[src/rtl/psum_router.sv]
// psum_router: routes per-lane signed partial sums from several CIM macros into
// OUT_CH channel accumulators and presents the result once per tile.
// A tile closes after NUM_BEATS accepted beats, or early when flush is seen.
// Build option: define PSUM_ROUTER_SAT_EN to make accumulators saturate and
// raise sticky per-channel overflow flags; otherwise they wrap and overflow is 0.
module psum_router #(
    parameter int unsigned NUM_MACRO      = 2,
    parameter int unsigned MAX_NUM_FILTER = 2,
    parameter int unsigned OUT_CH         = 8,
    parameter int unsigned PSUM_W         = 16,
    parameter int unsigned ACC_W          = 20,
    parameter int unsigned NUM_BEATS      = 4
) (
    input  logic                                                clk,
    input  logic                                                rst_n,
    input  logic                                                in_valid,
    output logic                                                in_ready,
    input  logic [NUM_MACRO*MAX_NUM_FILTER*$clog2(OUT_CH)-1:0]  WHICH_FILTER,
    input  logic [NUM_MACRO*MAX_NUM_FILTER-1:0]                 FILTER_EN,
    input  logic [NUM_MACRO*MAX_NUM_FILTER*PSUM_W-1:0]          PSUM,
    input  logic                                                flush,
    output logic                                                out_valid,
    input  logic                                                out_ready,
    output logic [OUT_CH*ACC_W-1:0]                             out_acc,
    output logic [OUT_CH-1:0]                                   overflow
);

    localparam int unsigned L     = NUM_MACRO * MAX_NUM_FILTER;
    localparam int unsigned CW    = $clog2(OUT_CH);
    // Beat sum is wide enough to hold all L lanes colliding on one channel.
    localparam int unsigned SUM_W = PSUM_W + $clog2(L) + 1;
    // One bit beyond the wider operand so acc + beat_sum can never wrap.
    localparam int unsigned EXT_W = ((ACC_W > SUM_W) ? ACC_W : SUM_W) + 1;
    localparam int unsigned CNT_W = $clog2(NUM_BEATS + 1);

    typedef enum logic [1:0] {StIdle, StAccum, StDrain} state_e;

    state_e                    state_q, state_d;
    logic [CNT_W-1:0]          cnt_q, cnt_d, cnt_inc;
    logic signed [ACC_W-1:0]   acc_q [OUT_CH];
    logic signed [ACC_W-1:0]   acc_d [OUT_CH];
    logic signed [ACC_W-1:0]   upd [OUT_CH];
    logic signed [SUM_W-1:0]   beat_sum [OUT_CH];
    logic signed [EXT_W-1:0]   wide [OUT_CH];
    logic                      accept;
`ifdef PSUM_ROUTER_SAT_EN
    logic [OUT_CH-1:0]         clip;
    logic [OUT_CH-1:0]         ovf_q, ovf_d;
`endif

    assign in_ready  = (state_q != StDrain);
    assign out_valid = (state_q == StDrain);
    assign accept    = in_valid && in_ready;

    // Per-channel sum of all enabled lanes targeting it; out-of-range targets match nothing.
    always_comb begin
        for (int c = 0; c < OUT_CH; c++) begin
            beat_sum[c] = '0;
            for (int l = 0; l < L; l++) begin
                if (FILTER_EN[l] && (WHICH_FILTER[l*CW +: CW] == CW'(c))) begin
                    beat_sum[c] = beat_sum[c]
                                + {{(SUM_W-PSUM_W){PSUM[l*PSUM_W+PSUM_W-1]}},
                                   PSUM[l*PSUM_W +: PSUM_W]};
                end
            end
        end
    end

    // Candidate accumulator values for an accepted beat (saturating or wrapping).
    always_comb begin
        for (int c = 0; c < OUT_CH; c++) begin
            wide[c] = {{(EXT_W-ACC_W){acc_q[c][ACC_W-1]}}, acc_q[c]}
                    + {{(EXT_W-SUM_W){beat_sum[c][SUM_W-1]}}, beat_sum[c]};
`ifdef PSUM_ROUTER_SAT_EN
            // Out of range when the bits above the result sign bit disagree with it.
            clip[c] = (wide[c][EXT_W-1:ACC_W-1] != {(EXT_W-ACC_W+1){wide[c][EXT_W-1]}});
            if (!clip[c]) begin
                upd[c] = wide[c][ACC_W-1:0];
            end else if (wide[c][EXT_W-1]) begin
                upd[c] = {1'b1, {(ACC_W-1){1'b0}}};
            end else begin
                upd[c] = {1'b0, {(ACC_W-1){1'b1}}};
            end
`else
            upd[c] = ACC_W'(wide[c]);
`endif
        end
    end

    // Tile FSM: beat counting, tile close on last beat or flush, clear on result handshake.
    always_comb begin
        state_d = state_q;
        cnt_d   = cnt_q;
        acc_d   = acc_q;
`ifdef PSUM_ROUTER_SAT_EN
        ovf_d   = ovf_q;
`endif
        cnt_inc = cnt_q + CNT_W'(1);
        case (state_q)
            StIdle, StAccum: begin
                if (accept) begin
                    cnt_d = cnt_inc;
                    acc_d = upd;
`ifdef PSUM_ROUTER_SAT_EN
                    ovf_d = ovf_q | clip;
`endif
                    if ((cnt_inc == CNT_W'(NUM_BEATS)) || flush) begin
                        state_d = StDrain;
                    end else begin
                        state_d = StAccum;
                    end
                end else if (flush && (state_q == StAccum)) begin
                    state_d = StDrain;
                end
            end
            StDrain: begin
                if (out_ready) begin
                    state_d = StIdle;
                    cnt_d   = '0;
                    for (int c = 0; c < OUT_CH; c++) begin
                        acc_d[c] = '0;
                    end
`ifdef PSUM_ROUTER_SAT_EN
                    ovf_d   = '0;
`endif
                end
            end
            default: state_d = StIdle;
        endcase
    end

    // State, beat counter, accumulators and flags; async reset drops any partial tile.
    always_ff @(posedge clk or negedge rst_n) begin
        if (!rst_n) begin
            state_q <= StIdle;
            cnt_q   <= '0;
            for (int c = 0; c < OUT_CH; c++) begin
                acc_q[c] <= '0;
            end
`ifdef PSUM_ROUTER_SAT_EN
            ovf_q   <= '0;
`endif
        end else begin
            state_q <= state_d;
            cnt_q   <= cnt_d;
            acc_q   <= acc_d;
`ifdef PSUM_ROUTER_SAT_EN
            ovf_q   <= ovf_d;
`endif
        end
    end

    // Result bus is zero except while a result is presented.
    always_comb begin
        for (int c = 0; c < OUT_CH; c++) begin
            out_acc[c*ACC_W +: ACC_W] = out_valid ? acc_q[c] : '0;
        end
    end

`ifdef PSUM_ROUTER_SAT_EN
    assign overflow = ovf_q;
`else
    assign overflow = '0;
`endif

endmodule

[config.mk]
export PLATFORM = sky130hd
export DESIGN_NAME = psum_router
export DESIGN_NICKNAME = d
export VERILOG_FILES = /design/src/rtl/psum_router.sv
export SDC_FILE = /design/constraint.sdc
export NUM_CORES = 2
export LEC_CHECK = 0
export ABC_AREA = 1
export CAP_MARGIN = 5
export CORE_AREA = 2 2 347 349
export CTS_CLUSTER_SIZE = 25
export DETAILED_ROUTE_END_ITERATION = 12
export DIE_AREA = 0 0 349 351
export GPL_ROUTABILITY_DRIVEN = 0
export SYNTH_ARGS = -nofsm -noshare
export SYNTH_HDL_FRONTEND = slang
export SYNTH_SLANG_ARGS = --single-unit
[constraint.sdc]
create_clock -name clk -period 3.1 [get_ports clk]
set_input_delay 0.31 -clock clk [delete_from_list [all_inputs] [get_ports clk]]
set_output_delay 0.31 -clock clk [all_outputs]
set_load 0.03 [all_outputs]
==> results.sh <==
export IMPL_ys_types=57
export IMPL_overflow=0
export IMPL_drc=0
export IMPL_worstReg2RegStart="state_q[1]"
export IMPL_ys_ff_latch=165
export IMPL_critPathRequiredTime_ns=3.52
export IMPL_max_stage_delay_ns=0.33
export IMPL_drtIter0Drc=4516
export IMPL_cts_tree="built"
export IMPL_first_global_vias=59510
export IMPL_crit_path_end_kind="flop"
export IMPL_status="finished with violations"
export IMPL_synth_cells=7163
export IMPL_rsz0062_at_grt="yes"
export IMPL_crit_buf_inv=13
export IMPL_path_clk_slew_ns=0.08
export IMPL_ys_warn_count=0
export IMPL_die_area_um2=122500
export IMPL_dp_hpwl_um=159300
export IMPL_finalCritPeriodShare=2.062
export IMPL_drive_gt1_frac=0.4736
export IMPL_cts_made_buffers=17
export IMPL_synthSimpleGateAreaFrac=0.3356
export IMPL_netlist_top_cells_area="nand2_1, ha_1, dfrtp_1"
export IMPL_io_buffers=246
export IMPL_p_leak_nw=39.44
export IMPL_synth_xor_area_share=0.04928
export IMPL_start_util=0.3464
export IMPL_maxCapViolations=0
export IMPL_hold_violations=0
export IMPL_cp_start_kind="primary input"
export IMPL_cts_root_buffer="clkbuf_16"
export IMPL_reg2reg_to="acc_q[136]"
export IMPL_die_y_um=351
export IMPL_slew_limit_headroom=0.6050
export IMPL_die_w_um=349
export IMPL_dp_cells=11100
export IMPL_timing_hold_ws_ns=0.2843
export IMPL_cpMostUsedCell="nand2_1"
export IMPL_vias_per_cell=5.363
export IMPL_yosysSeqAreaShare=0.1001
export IMPL_syn2layout_area_growth_pct=88.45
export IMPL_rows=127
export IMPL_ff2ff_path_depth=8
export IMPL_vdd_drop_max_mv=0.5273
export IMPL_cp_depth=55
export IMPL_synth_area_leader_cell="nand2_1"
export IMPL_synth_top_area_share=0.1752
export IMPL_synth_area_per_cell_um2=5.756
export IMPL_critical_path_top_delay_family="simple AND/OR/NAND/NOR gates"
export IMPL_track_usage=0.3244
export IMPL_synthAdderAreaFrac=0.1788
export IMPL_antenna_found_initial=3
export IMPL_post_layout_nonfiller_instances=11510
export IMPL_worstMarginPinSlew_ns=0.5925
export IMPL_drt_first_pass_iters=7
export IMPL_setup_viol=152
export IMPL_synth_most_common_cell="nand2_1"
export IMPL_ys_flop_type="dfrtp_1"
export IMPL_avgRoutedWirePerCell_um=18.95
export IMPL_core_um2=119000
export IMPL_cp_slowest_cell="fa_2"
export IMPL_nets=10600
export IMPL_routed_wl_um=218000
export IMPL_powerDensity_nw_per_um2=352.5
export IMPL_grt_pass1_wl_um=315000
export IMPL_synth_top_family_by_area="simple AND/OR/NAND/NOR gates"
export IMPL_slew_viol_final=0
export IMPL_clock_skew_ns=0.02216
export IMPL_ant_nets=0
export IMPL_regToRegSetupSlack_ns=0.81
export IMPL_ios=255
export IMPL_grt_max_degree=72
export IMPL_min_path_type="primary input to asynchronous set/reset pin"
export IMPL_syn_area_um2=41230
export IMPL_fmax_mhz=156.4
export IMPL_fin_ws_ns=-3.293
export IMPL_synth_compound_area_frac=0.2306
export IMPL_insertion_delay_ns=0.55
export IMPL_synthTopCellsByCount="nand2_1, inv_1, a21oi_1"
export IMPL_cp_max_fo=5
export IMPL_cts_buffer_depth=2
export IMPL_crit_arrival_ns=6.81
export IMPL_fin_crit_ns=6.393
export IMPL_cts_sinks=165
export IMPL_synth_edf_count=0
export IMPL_synth_mux_area_frac=0.005584
export IMPL_async_flop_share=1.000
export IMPL_criticalPathCategory="primary input to flop"
export IMPL_violations="negative setup slack"
export IMPL_htreeDepth=4
export IMPL_num_vias=61720
[worst max path at each step]
stage	end	startpoint
finish	acc_q[99]	FILTER_EN[0]
detailed placement	acc_q[39]	FILTER_EN[0]
floorplan	acc_q[59]	WHICH_FILTER[0]
global route	acc_q[99]	FILTER_EN[0]
global placement	acc_q[39]	FILTER_EN[0]
CTS	acc_q[99]	WHICH_FILTER[2]
[cells by family after synthesis]
logic type                 after synthesis
muxes                                   23
AOI/OAI and AO/OA                     1738
other                                    1
xor gates and xnor gates               232
adders and majority gates              570
and+or+nand+nor                       3350
buffers and inverters                 1084
DFF                                    165
[report_power, final]
part / leakage [nW] / internal (mW) / switching (mW)
combinational: 37.0 / 9.50 / 11.6
sequential: 2.20 / 3.07 / 0.801
clock: 0.275 / 1.19 / 1.19
[what timing repair did]
item                                    in CTS  in global routing
pin swaps                                  487                577
cloned                                       2                  2
hold buffers                                 1                  0
resized for setup                          988                828
buffers inserted                           252                148
endpoints found under the hold margin       42                  0
endpoints found under the setup margin     152                153
[final cells by class]
type	count	area, um^2
multi-input cells	5921	43090
fillers	9547	41320
repair buffers	2925	24420
flip-flops and latches	165	4129
inverters	913	3540
well taps	1548	1937
clock buffers	19	432.9
clock inverters	13	145.1
repair inverters	1	5.005
diodes	2	5.005
[metrics by stage]
| step | instance area, um^2 | util | setup slack, ns | total power [mW] | setup TNS (ns) |
|---|---|---|---|---|---|
| final | 77700 | 0.6529 | -3.293 | 27.39 | -346.41 |
| after global routing | 77700 | 0.6528 | -3.676 | 29.15 | -390.13 |
| after CTS | 73060 | 0.6139 | -3.047 | 25.54 | -321.66 |
| after detailed placement | 66410 | 0.5580 | -4.410 | 21.67 | -515.65 |
| after global placement | 66410 | 0.5580 | -4.275 | 21.30 | -501.27 |
| after floorplan | 44020 | - | -2.937 | 13.08 | -286.28 |
[per-layer routing]
| layer | track usage | vias to the layer above | share of wire |
|---|---|---|---|
| li1 | - | 29560 | - |
| met4 | 0.2314 | 2 | 0.086 |
| met2 | 0.5582 | 2464 | 0.47 |
| met5 | 0 | - | 0.000060 |
| met1 | 0.3667 | 28820 | 0.38 |
| met3 | 0.04950 | 863 | 0.069 |
[cell usage in the layout (no fill, tap or decap), types with 73 or more instances in the layout]
master | Yosys | final
nand3_1 | 411 | 311
a21oi_1 | 706 | 348
inv_2 | 4 | 122
ha_4 | 0 | 254
o21ai_2 | 1 | 172
ha_1 | 538 | 279
inv_1 | 897 | 761
xor2_1 | 148 | 134
o22ai_1 | 98 | 83
nand3_2 | 0 | 92
dfrtp_1 | 165 | 165
buf_12 | 0 | 150
o21ai_1 | 29 | 221
nand4_1 | 83 | 83
nand2_2 | 3 | 267
nand2_1 | 1925 | 1599
buf_6 | 1 | 73
o21ai_0 | 620 | 239
nor2_1 | 704 | 567
a21oi_2 | 0 | 307
nor2_2 | 5 | 90
buf_4 | 9 | 2608
[flip-flops by register name (all words and copies together) (netlist names)]
signal   count
cnt_q        3
acc_q      160
state_q      2
[worst reg2reg max path, cell delays in order (launching register included)]
cell and delay (ns):
dfrtp_1 0.40, inv_1 0.08, buf_4 0.32, nand2_4 0.29
inv_2 0.19, a21oi_4 0.05, inv_4 0.30, buf_12 0.31
o22ai_1 0.22
Note: power is estimated with default switching activity, not from simulation.
